<file path="src/rtl/rr_arbiter.sv">
// rr_arbiter: round-robin owner selection for one shared memory/bus port among 2**N requesters.
// Latency: grant registered one edge after req (from IDLE) or after done (handover, zero bubble).
// Backpressure: the owner keeps the grant until done; req changes while BUSY are ignored.
// Ports: clk, rstn (async active-low), req[2**N], done -> grant[2**N] (one-hot),
//        grant_id[N] (binary mux select), grant_valid (any grant held).
module rr_arbiter #(
   parameter int N = 2
) (
   input  logic              clk,
   input  logic              rstn,
   input  logic [(1<<N)-1:0] req,
   input  logic              done,
   output logic [(1<<N)-1:0] grant,
   output logic [N-1:0]      grant_id,
   output logic              grant_valid
);

   localparam int NR = 1 << N;

   typedef enum logic {
      IDLE = 1'b0,
      BUSY = 1'b1
   } state_t;

   state_t        state;
   state_t        state_nxt;
   logic [N-1:0]  ptr;
   logic [N-1:0]  ptr_nxt;
   logic [NR-1:0] grant_nxt;
   logic [N-1:0]  id_nxt;
   logic          valid_nxt;

   logic [NR-1:0] masked;
   logic [N-1:0]  win;
   logic          any_req;

   // Lowest set index of a vector; returns 0 for an all-zero vector
   // (callers only use the result when the vector is non-zero).
   function automatic logic [N-1:0] lowest_set(input logic [NR-1:0] v);
      logic [N-1:0] r;
      r = '0;
      for (int i = NR - 1; i >= 0; i--) begin
         if (v[i]) r = N'(i);
      end
      return r;
   endfunction

   // Rotating priority: requesters at or above ptr are preferred; if none
   // of them is asking, fall back to the lowest requester overall, which
   // is the wrap-around half of the scan.
   always_comb begin
      masked = '0;
      for (int i = 0; i < NR; i++) begin
         masked[i] = req[i] & (N'(i) >= ptr);
      end
   end

   assign any_req = |req;
   assign win     = (|masked) ? lowest_set(masked) : lowest_set(req);

   always_comb begin
      state_nxt = state;
      ptr_nxt   = ptr;
      id_nxt    = grant_id;
      valid_nxt = grant_valid;
      grant_nxt = grant;

      case (state)
         IDLE: begin
            // done has no meaning without an owner, so it is not looked at here
            if (any_req) begin
               state_nxt = BUSY;
               id_nxt    = win;
               valid_nxt = 1'b1;
               grant_nxt = NR'(1) << win;
               ptr_nxt   = win + N'(1);
            end
         end
         BUSY: begin
            if (done) begin
               if (any_req) begin
                  // ptr already points past the old owner, so it ranks last;
                  // it wins again only when it is the sole requester.
                  id_nxt    = win;
                  valid_nxt = 1'b1;
                  grant_nxt = NR'(1) << win;
                  ptr_nxt   = win + N'(1);
               end else begin
                  state_nxt = IDLE;
                  id_nxt    = '0;
                  valid_nxt = 1'b0;
                  grant_nxt = '0;
               end
            end
         end
         default: begin
            state_nxt = IDLE;
            id_nxt    = '0;
            valid_nxt = 1'b0;
            grant_nxt = '0;
         end
      endcase
   end

   always_ff @(posedge clk or negedge rstn) begin
      if (!rstn) begin
         state       <= IDLE;
         ptr         <= '0;
         grant_id    <= '0;
         grant_valid <= 1'b0;
         grant       <= '0;
      end else begin
         state       <= state_nxt;
         ptr         <= ptr_nxt;
         grant_id    <= id_nxt;
         grant_valid <= valid_nxt;
         grant       <= grant_nxt;
      end
   end

endmodule

</file>
<file path="config.mk">
export PLATFORM = sky130hd
export DESIGN_NAME = rr_arbiter
export DESIGN_NICKNAME = d
export VERILOG_FILES = /design/src/rtl/rr_arbiter.sv
export SDC_FILE = /design/constraint.sdc
export NUM_CORES = 1
export LEC_CHECK = 0
export CAP_MARGIN = 25
export CELL_PAD_IN_SITES_DETAIL_PLACEMENT = 1
export CELL_PAD_IN_SITES_GLOBAL_PLACEMENT = 2
export CORE_MARGIN = 1.5
export CORE_UTILIZATION = 36
export DETAILED_ROUTE_END_ITERATION = 6
export DONT_BUFFER_PORTS = 1
export PLACE_DENSITY_LB_ADDON = 0.12
export REMOVE_ABC_BUFFERS = 1
export SETUP_SLACK_MARGIN = 0.15
export SYNTH_ARGS = -nofsm -noshare
export SYNTH_HDL_FRONTEND = slang
export SYNTH_SLANG_ARGS = --single-unit
export TNS_END_PERCENT = 50
</file>
<file path="constraint.sdc">
create_clock -name clk -period 2.95 [get_ports clk]
set_clock_uncertainty 0.05 [all_clocks]
set_input_delay 0.295 -clock clk [delete_from_list [all_inputs] [get_ports clk]]
set_output_delay 0.295 -clock clk [all_outputs]
set_load 0.02 [all_outputs]
</file>
### Word level (Yosys, flattened, before mapping)

Cells that the tools add are included.

* bits in registers: 10
* input bits: 7
* word-level logic and storage cells: 47

* add/sub/neg operators: 1
* magnitude comparators: 4
* equal/unequal tests: 2
* shift operators: 1
* muxes and demuxes: 26
* bitwise logic cells: 5
* reductions and logical operators: 3

Operators with widths (count)
* two-way mux 2 bit: 14
* two-way mux 4 bit: 3
* case mux 2 bit (2 select lines): 2
* case mux 4 bit (2 select lines): 1
* OR reduction 4 bit: 2
* bitwise AND 1 bit: 4
* >= comparator 1 x 2 -> 1 bit, first input constant: 2
* >= comparator 2 bit, first input constant: 2
* two-way mux 1 bit: 4
* != test 2 bit, second input constant: 2
* case mux 1 bit (2 select lines): 2
* << shifter 1 x 2 -> 4 bit, first input constant: 1
* adder 2 x 1 -> 2 bit, second input constant: 1
* AND reduction 2 bit: 1
* NOT 1 bit: 1

### Longest topological paths before layout

Gate-level depths: netlist (run 1).

* word-level depth: 11
* mapped depth: 6
* depth with buffers taken out: 6

### Worst setup path after synthesis (run 1)

OpenSTA, ideal clock, no wires.

* path type: register to register
* start point: register ptr[1]
* end point: register ptr[1]
* setup time: 0.083 ns
* arrival time: 1.522 ns
* required time: 2.817 ns
* setup slack: 1.296 ns
* stages on the path, launching flop included: 6
* path buffers: 0
* period minus slack after synthesis: 1.654 ns
* cells stage by stage: dfrtp_1 mux2_2 o21ai_0 nor2_1 ha_1 o21ai_0

* word-level cells in the longest chain between the ends: 11

RTL lines
* from (decl): RTL line 27 `logic [N-1:0] ptr;`
* from (signal assigned): RTL line 114 `ptr <= ptr_nxt;`
* >= comparator 2 bit: RTL line 54 `masked[i] = req[i] & (N'(i) >= ptr);`
* bitwise AND 1 bit: RTL line 54
* two-way mux 2 bit (4 in series): RTL line 43 `if (v[i]) r = N'(i);`
* two-way mux 2 bit: RTL line 59 `assign win = (|masked) ? lowest_set(masked) : lowest_set(req);`
* adder 2 x 1 -> 2 bit: RTL line 76, 87
* two-way mux 2 bit *: RTL line 71, 81
* two-way mux 2 bit: RTL line 80 `if (done) begin`
* case mux 2 bit (2 select lines) *: RTL line 68 `case (state)`

Every way passes the cells marked *; elsewhere a longest branch is shown, timed or not. The select of a mux whose other input is x is not followed.
A chain may end at the register's enable or synchronous reset.

### Worst setup path after layout (run 1)

Ends and elaborated chain as after synthesis.

==> summary.md, run 1 <==
| Metric | Value |
|---|---|
| Share of post-route cells with drive strength above 1 | `7.81%` |
| Gate Count Post-Synth | `61` |
| Vias in the first global route | `485` |
| Area added between synthesis and finish | `8.54%` |
| HP Start | `req[2]` |
| Rel. slew slack | `46.5%` |
| Critical path type | `reg -> reg` |
| Leakage | `0.262 nW` |
| CP Buf/Inv Count | `0` |
| HP Class | `in -> reg` |
| Reg clk slew, reported paths | `0.05 ns` |
| Worst r2r path cells | `5` |
| Core footprint | `1470 um^2` |
| Syn Area/Cell | `9.13 um^2` |
| Placed Cells incl. Taps | `76` |
| FFs w/ async S/R, synth | `100%` |
| Postcts setup bufs | `0` |
| Final worst path period share | `64.5%` |
| Layout fillers | `180` |
| IO buf count | `0` |
| CTS tree | `yes` |
| FMAX | `525 MHz` |
| Top FF cell, synth | `dfrtp_1` |
| Synth Cell Area | `557 um^2` |
| Final setup fails | `0` |
| DP Area | `572 um^2` |
| Status | `finished, final reports clean` |
| Vias | `472` |
| Non-Filler Instances | `80` |
| H-Tree Depth | `1` |
| CTS sink cnt | `10` |
| Post-layout min period | `1.90 ns` |
| Max Buffers Root-to-Sink | `2` |
| Drt wl/cell | `14.9 um` |
| Reg-to-reg startpoint | `ptr[1]` |
| Largest net degree at the start of global routing | `11` |
| Die ar. | `1790 um^2` |
| First-pass GRT wire length | `2150 um` |
| Worst Tran Pin Value | `0.795 ns` |
| Unrepaired setup endpoints after global routing | `no` |
| Worst-path cell chain | `mux2_2 > o21ai_0 > nor2_1 > ha_1 > o21ai_0` |
| Slowest-stage cell, CP | `dfrtp_1` |
| Core Rows | `14` |
| Root Buffer | `clkbuf_4` |
| R2r setup slk | `1.05 ns` |
| DP Wirelength | `954 um` |
| Grt ovf | `0` |
| Number of flops mapped to enable cells by yosys | `0` |
| Power density over the cells | `680 nW/um^2` |
| Most frequent CP cell | `o21ai_0` |
| NumNets Final | `77` |
| Setup_tns | `0 ns` |
| Final hold viol count | `0` |
| Initial antenna violation count | `0` |
| Initial Util | `37.8%` |
| DR iter-0 viols | `13` |
| Max-slew violation count | `0` |
| Part of the Yosys area used for sequential elements | `44.9%` |
| Distinct cells, synth | `24` |
| Drc violations | `0` |
| Post-route cell area | `604 um^2` |
| Skew-Pair Late Insertion Delay | `0.25 ns` |
| Worst-path fanout max | `7` |
| Die Y | `42.3 um` |
| DRT Pass-1 Iters | `3` |
| Slowest cell delay on critical path | `0.44 ns` |
| Worst Setup End Kind | `flop` |
| Hold path depth | `2` |
| DR vias/cell | `5.90` |
| Die X | `42.3 um` |
| Reg area | `250 um^2` |
| Max Cap Viol | `0` |
| Total GRT Usage | `16.1%` |
| Crit path DAT | `2.02 ns` |
| R2r endpoint | `ptr[1]` |
| I/O pin cnt | `14` |
| Ant. Diodes | `0` |
| Top Family by Delay on Critical Path | `compound AO/OA/AOI/OAI gates` |
| Worst setup SP type | `flop` |
| YS warnings | `0` |
| Required @ worst endpoint | `3.07 ns` |
| Yosys reg bits | `10` |
| Num CTS Buffers | `3` |
| Area occupied by multi-input gates | `294 um^2` |
| Final ANT Viol Nets | `0` |
| WHS Endpoint | `state` |
| Final WL | `1190 um` |
| GPL Wtd Cong | `0.781` |
| Peak supply drop | `0.000277 V` |
## cell usage in the layout (no fill, tap or decap)
| cell | Yosys | final |
|---|---|---|
| clkbuf_4 | 0 | 3 |
| mux2_2 | 1 | 1 |
| nor2b_1 | 1 | 1 |
| dfrtp_1 | 10 | 10 |
| ha_1 | 4 | 4 |
| dlygate4sd3_1 | 0 | 1 |
| or4_1 | 1 | 1 |
| o31a_1 | 1 | 1 |
| nand3_1 | 4 | 4 |
| nand2b_1 | 3 | 3 |
| or3_1 | 1 | 1 |
| a21oi_1 | 2 | 2 |
| o22ai_1 | 1 | 1 |
| o211ai_1 | 2 | 2 |
| o31ai_1 | 1 | 1 |
| nand3b_1 | 1 | 1 |
| nor4_1 | 1 | 1 |
| nor3_1 | 2 | 2 |
| nor2_1 | 2 | 2 |
| o21ai_0 | 7 | 7 |
| inv_1 | 2 | 2 |
| o41ai_1 | 1 | 1 |
| nand2_1 | 10 | 10 |
| a21o_1 | 1 | 1 |
| or2_2 | 1 | 1 |
## worst max-delay path by stage
stage | start | endpoint | slack (ns) | cells past startpoint
3_3_place_gp | ptr[1] | ptr[1] | 1.12 | 5
4_1_cts | ptr[1] | ptr[1] | 1.05 | 5
3_5_place_dp | ptr[1] | ptr[1] | 1.06 | 5
2_1_floorplan | ptr[1] | ptr[1] | 1.30 | 5
6_report | ptr[1] | ptr[1] | 1.05 | 5
5_1_grt | ptr[1] | ptr[1] | 0.90 | 5
## routing by layer
metal	global-route usage, %	part of all wire, %	vias to the layer above
li1	-	-	228
met4	1.88	0	0
met5	0	0	-
met2	26.5	52	11
met3	6.47	5.3	0
met1	20.7	42	233
## flip-flops by register name, indices dropped and copies added, names as in the netlist
| signal | flops |
|---|---|
| grant | 4 |
| grant_id | 2 |
| grant_valid | 1 |
| ptr | 2 |
| state | 1 |
## cells by family after synthesis
kind of cell	synth area share, %
compound gates	17.8
fa+ha+maj	8.99
buf+inv	2.25
flops	44.9
mux	2.02
simple gates	24.1
## area by class of cell
type | instances | share of cell area [%]
clock buffer | 3 | 3.73
tap | 16 | 3.31
inverter | 2 | 1.24
timing repair buffer | 1 | 1.66
sequential | 10 | 41.4
multi-input combinational | 48 | 48.7
## per-stage QoR
stage	setup slack [ns]	hold WS, ns	total power [mW]	utilization (%)
final	1.05	0.179	0.411	41.1
after global routing	0.898	0.198	0.445	41.1
after CTS	1.05	0.176	0.419	41.1
after detailed placement	1.06	-0.0504	0.324	38.9
after global placement	1.12	-0.0504	0.323	38.9
after floorplan	1.30	-0.0506	0.296	-
## cell usage after synthesis, drive strengths merged, types with 2 or more instances
cell    count  share of area [%]
nand3       4                3.6
dfrtp      10                 45
nor2        2                1.3
nand2b      3                3.4
a21oi       2                1.8
nand2      10                6.7
o21ai       7                6.3
ha          4                9.0
o211ai      2                2.7
inv         2                1.3
nor3        2                1.8
## what timing repair did
| item | in CTS | in global routing |
|---|---|---|
| gates resized for setup | 0 | 0 |
| hold buffers | 1 | 0 |
| hold endpoints to repair | 10 | 0 |
## power by group
| part | internal, mW | switching, mW | leakage (nW) |
|---|---|---|---|
| Sequential | 0.167 | 0.0526 | 0.122 |
| Clock | 0.0468 | 0.0409 | 0.0138 |
| Combinational | 0.0476 | 0.0562 | 0.126 |
No activity file was read; power rests on OpenSTA's default activity.
==> inputs of run 2 (changes only) <==
- ABC_AREA: not set -> 1
- CORE_UTILIZATION: 36 -> 29
- clock period: 2.95 -> 1.5 ns (I/O delays scaled with it)
==> run 2 against run 1 <==
Against the previous run: routed wire length increased by 12%; register-to-register slack got worse by 1.0 ns; non-clock buffer count increased by 9; clock-buffer cell count increased by 1; setup slack got worse by 1.0 ns; critical endpoint is now grant[0]; largest power group unchanged.
==> summary.md, run 2 <==
| Metric | Value |
|---|---|
| Status | `finished, final reports clean (unchanged)` |
| DP Area | `583 um^2 (was 572 um^2)` |
| Rel. slew slack | `70.0% (was 46.5%)` |
| Yosys reg bits | `10 (unchanged)` |
| Peak supply drop | `0.000803 V (was 0.000277 V)` |
| Sequential share of power | `40.1% (was 53.4%)` |
| Largest net degree at the start of global routing | `11 (unchanged)` |
| Pint | `0.721 mW (was 0.261 mW)` |
| Core Rows | `15 (was 14)` |
| Drt wl/cell | `12.5 um (was 14.9 um)` |
| Gate Count Post-Synth | `69 (was 61)` |
| Vias in the first global route | `484 (was 485)` |
| Core footprint | `1760 um^2 (was 1470 um^2)` |
| Synth cell count leaders | `nand2_1 (27), dfrtp_1 (10), nand3_1 (8), inv_1 (7), ha_1 (4) (was dfrtp_1 (10), nand2_1 (10), o21ai_0 (7), ha_1 (4), nand3_1 (4))` |
| Num CTS Buffers | `3 (unchanged)` |
| Commonest cells after routing, fill and taps aside | `nand2_1 (23), dfrtp_1 (9), nand3_1 (7) (was nand2_1 (10), dfrtp_1 (10), o21ai_0 (7))` |
| Worst Setup End Kind | `flop (unchanged)` |
| YS warnings | `0 (unchanged)` |
| DRT Pass-1 Iters | `3 (unchanged)` |
| Non-Filler Instances | `107 (was 80)` |
| Die X | `46.8 um (was 42.3 um)` |
| Min Hold Slack | `0.0290 ns (was 0.179 ns)` |
| Grt ovf | `0 (unchanged)` |
| CP Buf/Inv Count | `1 (was 0)` |
| FMAX | `671 MHz (was 525 MHz)` |
| I/O pin cnt | `14 (unchanged)` |
| Post-route cell area | `787 um^2 (was 604 um^2)` |
| Die ar. | `2190 um^2 (was 1790 um^2)` |
| Finished Core Util | `44.6% (was 41.1%)` |
| FFs w/ async S/R, synth | `100% (unchanged)` |
| Slowest cell delay on critical path | `0.46 ns (was 0.44 ns)` |
| Slowest-stage cell, CP | `dfrtp_2 (was dfrtp_1)` |
| IO buf count | `0 (unchanged)` |
| Skew-Pair Late Insertion Delay | `0.27 ns (was 0.25 ns)` |
| Final ANT Viol Nets | `0 (unchanged)` |
| Placed Cells incl. Taps | `94 (was 76)` |
| Share of post-route cells with drive strength above 1 | `39.0% (was 7.81%)` |
| Part of the Yosys area used for sequential elements | `45.0% (was 44.9%)` |
| Top FF cell, synth | `dfrtp_1 (unchanged)` |
| Most common cell in the netlist | `nand2_1` |
| Area leader, netlist | `dfrtp_1 (unchanged)` |
| Total GRT Usage | `14.8% (was 16.1%)` |
| Area added between synthesis and finish | `41.7% (was 8.54%)` |
| Ant. Diodes | `0 (unchanged)` |
| Required @ worst endpoint | `1.61 ns (was 3.07 ns)` |
| Root Buffer | `clkbuf_4 (unchanged)` |
| Post-layout min period | `1.49 ns (was 1.90 ns)` |
| Crit path DAT | `1.60 ns (was 2.02 ns)` |
| Max Buffers Root-to-Sink | `2 (unchanged)` |
| Comb power frac | `39.8% (was 25.3%)` |
| Top cells by area, synth | `dfrtp_1 (45%), nand2_1 (18%), ha_1 (9.0%) (was dfrtp_1 (45%), ha_1 (9.0%), nand2_1 (6.7%))` |
| Top Family by Delay on Critical Path | `flip-flops (was compound AO/OA/AOI/OAI gates)` |
| Leakage | `0.386 nW (was 0.262 nW)` |
| Number of flops mapped to enable cells by yosys | `0 (unchanged)` |
| Initial antenna violation count | `0 (unchanged)` |
| CTS tree | `yes (unchanged)` |
| Worst setup SP type | `flop (unchanged)` |
| Vias | `476 (was 472)` |
| DR iter-0 viols | `1 (was 13)` |
| HP Class | `in -> reg (unchanged)` |
| Switch share | `39.7% (was 36.4%)` |
| Sw power | `0.474 mW (was 0.150 mW)` |
| Drc violations | `0 (unchanged)` |
| GPL Wtd Cong | `0.742 (was 0.781)` |
| DP Wirelength | `940 um (was 954 um)` |
| Worst-path fanout max | `4 (was 7)` |
| CTS sink cnt | `10 (unchanged)` |
| NumNets Final | `94 (was 77)` |
| Unrepaired setup endpoints after global routing | `yes (was no)` |
| Syn Area/Cell | `8.05 um^2 (was 9.13 um^2)` |
| Final WL | `1340 um (was 1190 um)` |
| Setup_tns | `0 ns (unchanged)` |
| Final hold viol count | `0 (unchanged)` |
| Worst Tran Pin Value | `0.448 ns (was 0.795 ns)` |
| Reg clk slew, reported paths | `0.07 ns (was 0.05 ns)` |
| Synth Cell Area | `556 um^2 (was 557 um^2)` |
| Critical path type | `reg -> reg (unchanged)` |
| DR vias/cell | `4.45 (was 5.90)` |
| Final setup fails | `0 (unchanged)` |
| Max-slew violation count | `0 (unchanged)` |
| Die Y | `46.8 um (was 42.3 um)` |
| Worst-path cell chain | `nor2_4 > nor2_2 > a21oi_2 > nand2_4 > buf_6 > ha_4 > nand2_2 > nand2_1 (was mux2_2 > o21ai_0 > nor2_1 > ha_1 > o21ai_0)` |
| Max Cap Viol | `0 (unchanged)` |
| Max FFs per register | `4 (unchanged)` |
| Clock power share | `20.1% (was 21.4%)` |
| H-Tree Depth | `1 (unchanged)` |
| Final worst path period share | `99.3% (was 64.5%)` |
| First-pass GRT wire length | `2150 um (about the same)` |
| Layout fillers | `231 (was 180)` |
| Biggest regs | `grant (4), grant_id (2), ptr (2) (unchanged)` |
| Distinct cells, synth | `13 (was 24)` |
| Largest Register | `grant (unchanged)` |
| Initial Util | `31.5% (was 37.8%)` |
| Synth top area share | `45.0% (was 44.9%)` |
| R2r setup slk | `0.01 ns (was 1.05 ns)` |
| Most common cell after layout, fill and taps aside | `nand2_1` |
| Power density over the cells | `1520 nW/um^2 (was 680 nW/um^2)` |
-- run 2: final timing paths --
check,startpoint,end,depth (start not counted)
worst min-delay path,done,state,3
worst max-delay path,ptr[1],grant[0],8
max in group asynchronous,rstn,ptr[1],1
min in group asynchronous,rstn,grant_id[0],1
worst max register to register,ptr[1],grant[0],8
worst min register to register,state,state,2
-- run 2: routing by layer --
layer	global-route usage, %	vias to the layer above	wire length [um]
met5	0	-	0
met4	5.00	0	12
met3	6.92	2	69
met2	22.2	9	685
met1	18.9	224	570
li1	-	241	-
-- run 2: kinds of logic after synthesis --
group                      after synthesis  synth area share, %
AOI/OAI and AO/OA                        5                 6.53
DFF                                     10                 45.0
and+or+nand+nor                         42                 32.7
adders and majority gates                4                 9.01
buffers and inverters                    8                 6.76
-- run 2: what timing repair did --
item | 4_1_cts | 5_1_grt
hold buffers | 3 | 0
buffers inserted | 5 | 1
resized for setup | 13 | 11
setup endpoints to repair | 5 | 7
hold endpoints to repair | 11 | 0
pin swaps | 9 | 11
-- run 2: tightest hold or removal path, cell delays in order --
cell	delay, ns
inv_1	0.03
nand2_1	0.05
nand3_1	0.08
-- run 2: power by group through the flow --
stage / clock network (mW) / registers [mW] / logic [mW]
after floorplan: 0 / 0.449 / 0.206
final: 0.240 / 0.479 / 0.475
after CTS: 0.254 / 0.482 / 0.387
after global routing: 0.271 / 0.492 / 0.537
after detailed placement: 0 / 0.464 / 0.258
after global placement: 0 / 0.464 / 0.256
-- run 2: area by class of cell --
| type | instances | area, um^2 | area share (%) |
|---|---|---|---|
| clock buffer | 4 | 36.3 | 4.61 |
| inverter | 7 | 28.8 | 3.66 |
| multi-input combinational | 51 | 342 | 43.4 |
| sequential | 10 | 251 | 32.0 |
| tap | 25 | 31.3 | 3.97 |
| timing repair buffer | 10 | 97.6 | 12.4 |
-- run 2: through the flow --
step,setup slack (ns),power [mW]
after detailed placement,-0.00527,0.722
after global placement,0.00844,0.720
after global routing,-0.0510,1.30
after floorplan,0.131,0.655
after CTS,0.0277,1.12
final,0.00978,1.19
==> inputs of run 3 (changes only) <==
==> constraint.sdc (replaced) <==
create_clock -name clk -period 1.5 [get_ports clk]
set_clock_uncertainty 0.05 [all_clocks]
set_input_delay 0.225 -clock clk [delete_from_list [all_inputs] [get_ports clk]]
set_output_delay 0.225 -clock clk [all_outputs]
set_load 0.02 [all_outputs]
==> run 3 against run 2 <==
Against the previous run: clock-buffer cell count stayed put; core utilization is 2.1 points lower; non-clock buffer count is 2 higher; power is 1.3% higher; hold slack better by 0.0032 ns; sequential share of layout area is 1.6 points higher; final cell count is 1.9% higher; via count is 3.2% higher; critical path type unchanged; critical endpoint is now ptr[1].
==> summary.md, run 3 (synthesis gave the netlist of run 2 again) <==
| Metric | Value |
|---|---|
| Worst setup SP type | `flop (unchanged)` |
| Share of post-route cells with drive strength above 1 | `36.9% (was 39.0%)` |
| NumNets Final | `96 (was 94)` |
| Core Rows | `15 (unchanged)` |
| Initial antenna violation count | `0 (unchanged)` |
| DR vias/cell | `4.50 (was 4.45)` |
| First-pass GRT wire length | `2350 um (was 2150 um)` |
| R2r endpoint | `ptr[1] (was grant[0])` |
| Initial Util | `31.5% (unchanged)` |
| Most common cell after layout, fill and taps aside | `nand2_1 (unchanged)` |
| Final setup fails | `0 (unchanged)` |
| Power density over the cells | `1610 nW/um^2 (was 1520 nW/um^2)` |
| GPL Wtd Cong | `0.734 (was 0.742)` |
| Vias | `491 (was 476)` |
| Worst r2r path cells | `7 (was 8)` |
| Final worst path period share | `95.3% (was 99.3%)` |
| DP Area | `583 um^2 (unchanged)` |
| DR iter-0 viols | `3 (was 1)` |
| DP Wirelength | `916 um (was 940 um)` |
| Max Cap Viol | `0 (unchanged)` |
| Crit path DAT | `1.57 ns (was 1.60 ns)` |
| Drt wl/cell | `12.8 um (was 12.5 um)` |
| Max-slew violation count | `0 (unchanged)` |
| Worst slack, placed | `0.00301 ns (was -0.00527 ns)` |
| Die Y | `46.8 um (unchanged)` |
| Hold path depth | `2 (was 3)` |
| Post-route cell area | `749 um^2 (was 787 um^2)` |
| Final hold viol count | `0 (unchanged)` |
| Worst Tran Pin Value | `0.475 ns (was 0.448 ns)` |
| Final Worst Setup Slack | `0.0704 ns (was 0.00978 ns)` |
| Largest net degree at the start of global routing | `11 (unchanged)` |
| CTS sink cnt | `10 (unchanged)` |
| Worst Setup End Kind | `flop (unchanged)` |
| Die ar. | `2190 um^2 (unchanged)` |
| Rel. slew slack | `68.2% (was 70.0%)` |
| Total GRT Usage | `15.5% (was 14.8%)` |
| Reg clk slew, reported paths | `0.07 ns (about the same)` |
| Commonest cells after routing, fill and taps aside | `nand2_1 (25), buf_4 (10), dfrtp_1 (9) (was nand2_1 (23), dfrtp_1 (9), nand3_1 (7))` |
| CTS tree | `yes (unchanged)` |
| I/O pin cnt | `14 (unchanged)` |
| Skew-Pair Late Insertion Delay | `0.27 ns (about the same)` |
| Drc violations | `0 (unchanged)` |
| Die X | `46.8 um (unchanged)` |
| IO buf count | `0 (unchanged)` |
| Leakage | `0.388 nW (was 0.386 nW)` |
| Unrepaired setup endpoints after global routing | `yes (unchanged)` |
| Required @ worst endpoint | `1.64 ns (was 1.61 ns)` |
| Final WL | `1390 um (was 1340 um)` |
| Core footprint | `1760 um^2 (unchanged)` |
| Final ANT Viol Nets | `0 (unchanged)` |
| Biggest regs | `grant (4), grant_id (2), ptr (2) (unchanged)` |
| Status | `finished, final reports clean (unchanged)` |
| Root Buffer | `clkbuf_4 (unchanged)` |
| R2r setup slk | `0.07 ns (was 0.01 ns)` |
| Max FFs per register | `4 (unchanged)` |
| Worst-path fanout max | `4 (unchanged)` |
| Area added between synthesis and finish | `34.9% (was 41.7%)` |
| Grt ovf | `0 (unchanged)` |
| FMAX | `699 MHz (was 671 MHz)` |
| Num CTS Buffers | `3 (unchanged)` |
| Max Buffers Root-to-Sink | `2 (unchanged)` |
| Layout fillers | `228 (was 231)` |
| Ant. Diodes | `0 (unchanged)` |
| DRT Pass-1 Iters | `2 (was 3)` |
| Reg-to-reg startpoint | `ptr[1] (unchanged)` |
| H-Tree Depth | `1 (unchanged)` |
| Largest Register | `grant (unchanged)` |
| HP Class | `in -> reg (unchanged)` |
| Post-layout min period | `1.43 ns (was 1.49 ns)` |
| WHS Endpoint | `state (unchanged)` |
| HP Start | `req[0] (was done)` |
| Vias in the first global route | `512 (was 484)` |
| Critical path type | `reg -> reg (unchanged)` |
| Peak supply drop | `0.000837 V (was 0.000803 V)` |
run 3: worst max-delay path by stage:
stage / start / to / slack, ns / cells past startpoint
finish: ptr[1] / ptr[1] / 0.07 / 7
detailed placement: ptr[1] / ptr[1] / 0.003 / 7
global placement: ptr[1] / ptr[1] / 0.01 / 7
global route: ptr[1] / ptr[1] / -0.007 / 7
floorplan: ptr[1] / ptr[1] / 0.13 / 7
CTS: ptr[1] / ptr[1] / 0.05 / 7
run 3: worst max-delay path: stages, from the launching register on:
cell	delay, ns
dfrtp_2	0.44
nor2_2	0.15
nor2_1	0.08
a21oi_2	0.18
nand2_4	0.09
inv_2	0.08
ha_4	0.19
o21ai_2	0.09
run 3: what timing repair did:
action	CTS	global route
pin swaps	9	4
hold buffers	1	0
buffers inserted	8	2
hold endpoints to repair	10	0
gates cloned	0	0
setup endpoints to repair	5	8
gates resized for setup	7	3
run 3: metal layers:
| metal | vias to the layer above | GRT usage (%) | part of all wire, % |
|---|---|---|---|
| li1 | 245 | - | - |
| met3 | 2 | 6.15 | 3.8 |
| met5 | - | 0 | 0 |
| met2 | 9 | 25.2 | 51 |
| met4 | 0 | 1.67 | 0.43 |
| met1 | 235 | 20.2 | 45 |
run 3: through the flow:
stage | power [mW] | cells | setup TNS, ns | hold slack (ns) | utilization (%)
2_1_floorplan | 0.655 | 68 | 0 | -0.121 | -
3_3_place_gp | 0.719 | 94 | 0 | -0.120 | 33.0
3_5_place_dp | 0.725 | 94 | 0 | -0.120 | 33.0
4_1_cts | 1.17 | 107 | 0 | 0.0316 | 41.1
5_1_grt | 1.31 | 109 | -0.0147 | 0.0226 | 42.5
6_report | 1.21 | 109 | 0 | 0.0322 | 42.5
run 3: area by class of cell:
class	count	area, um^2	area share (%)
multi-input combinational	51	299	39.9
sequential	10	251	33.6
timing repair buffer	12	105	14.0
clock buffer	4	36.3	4.84
tap	25	31.3	4.17
inverter	7	26.3	3.51
run 3: report_power, final:
group	total [mW]	switching [mW]	leakage (nW)	internal, mW
Combinational	0.500	0.236	0.245	0.264
Sequential	0.467	0.124	0.122	0.343
Clock	0.243	0.0956	0.0210	0.147
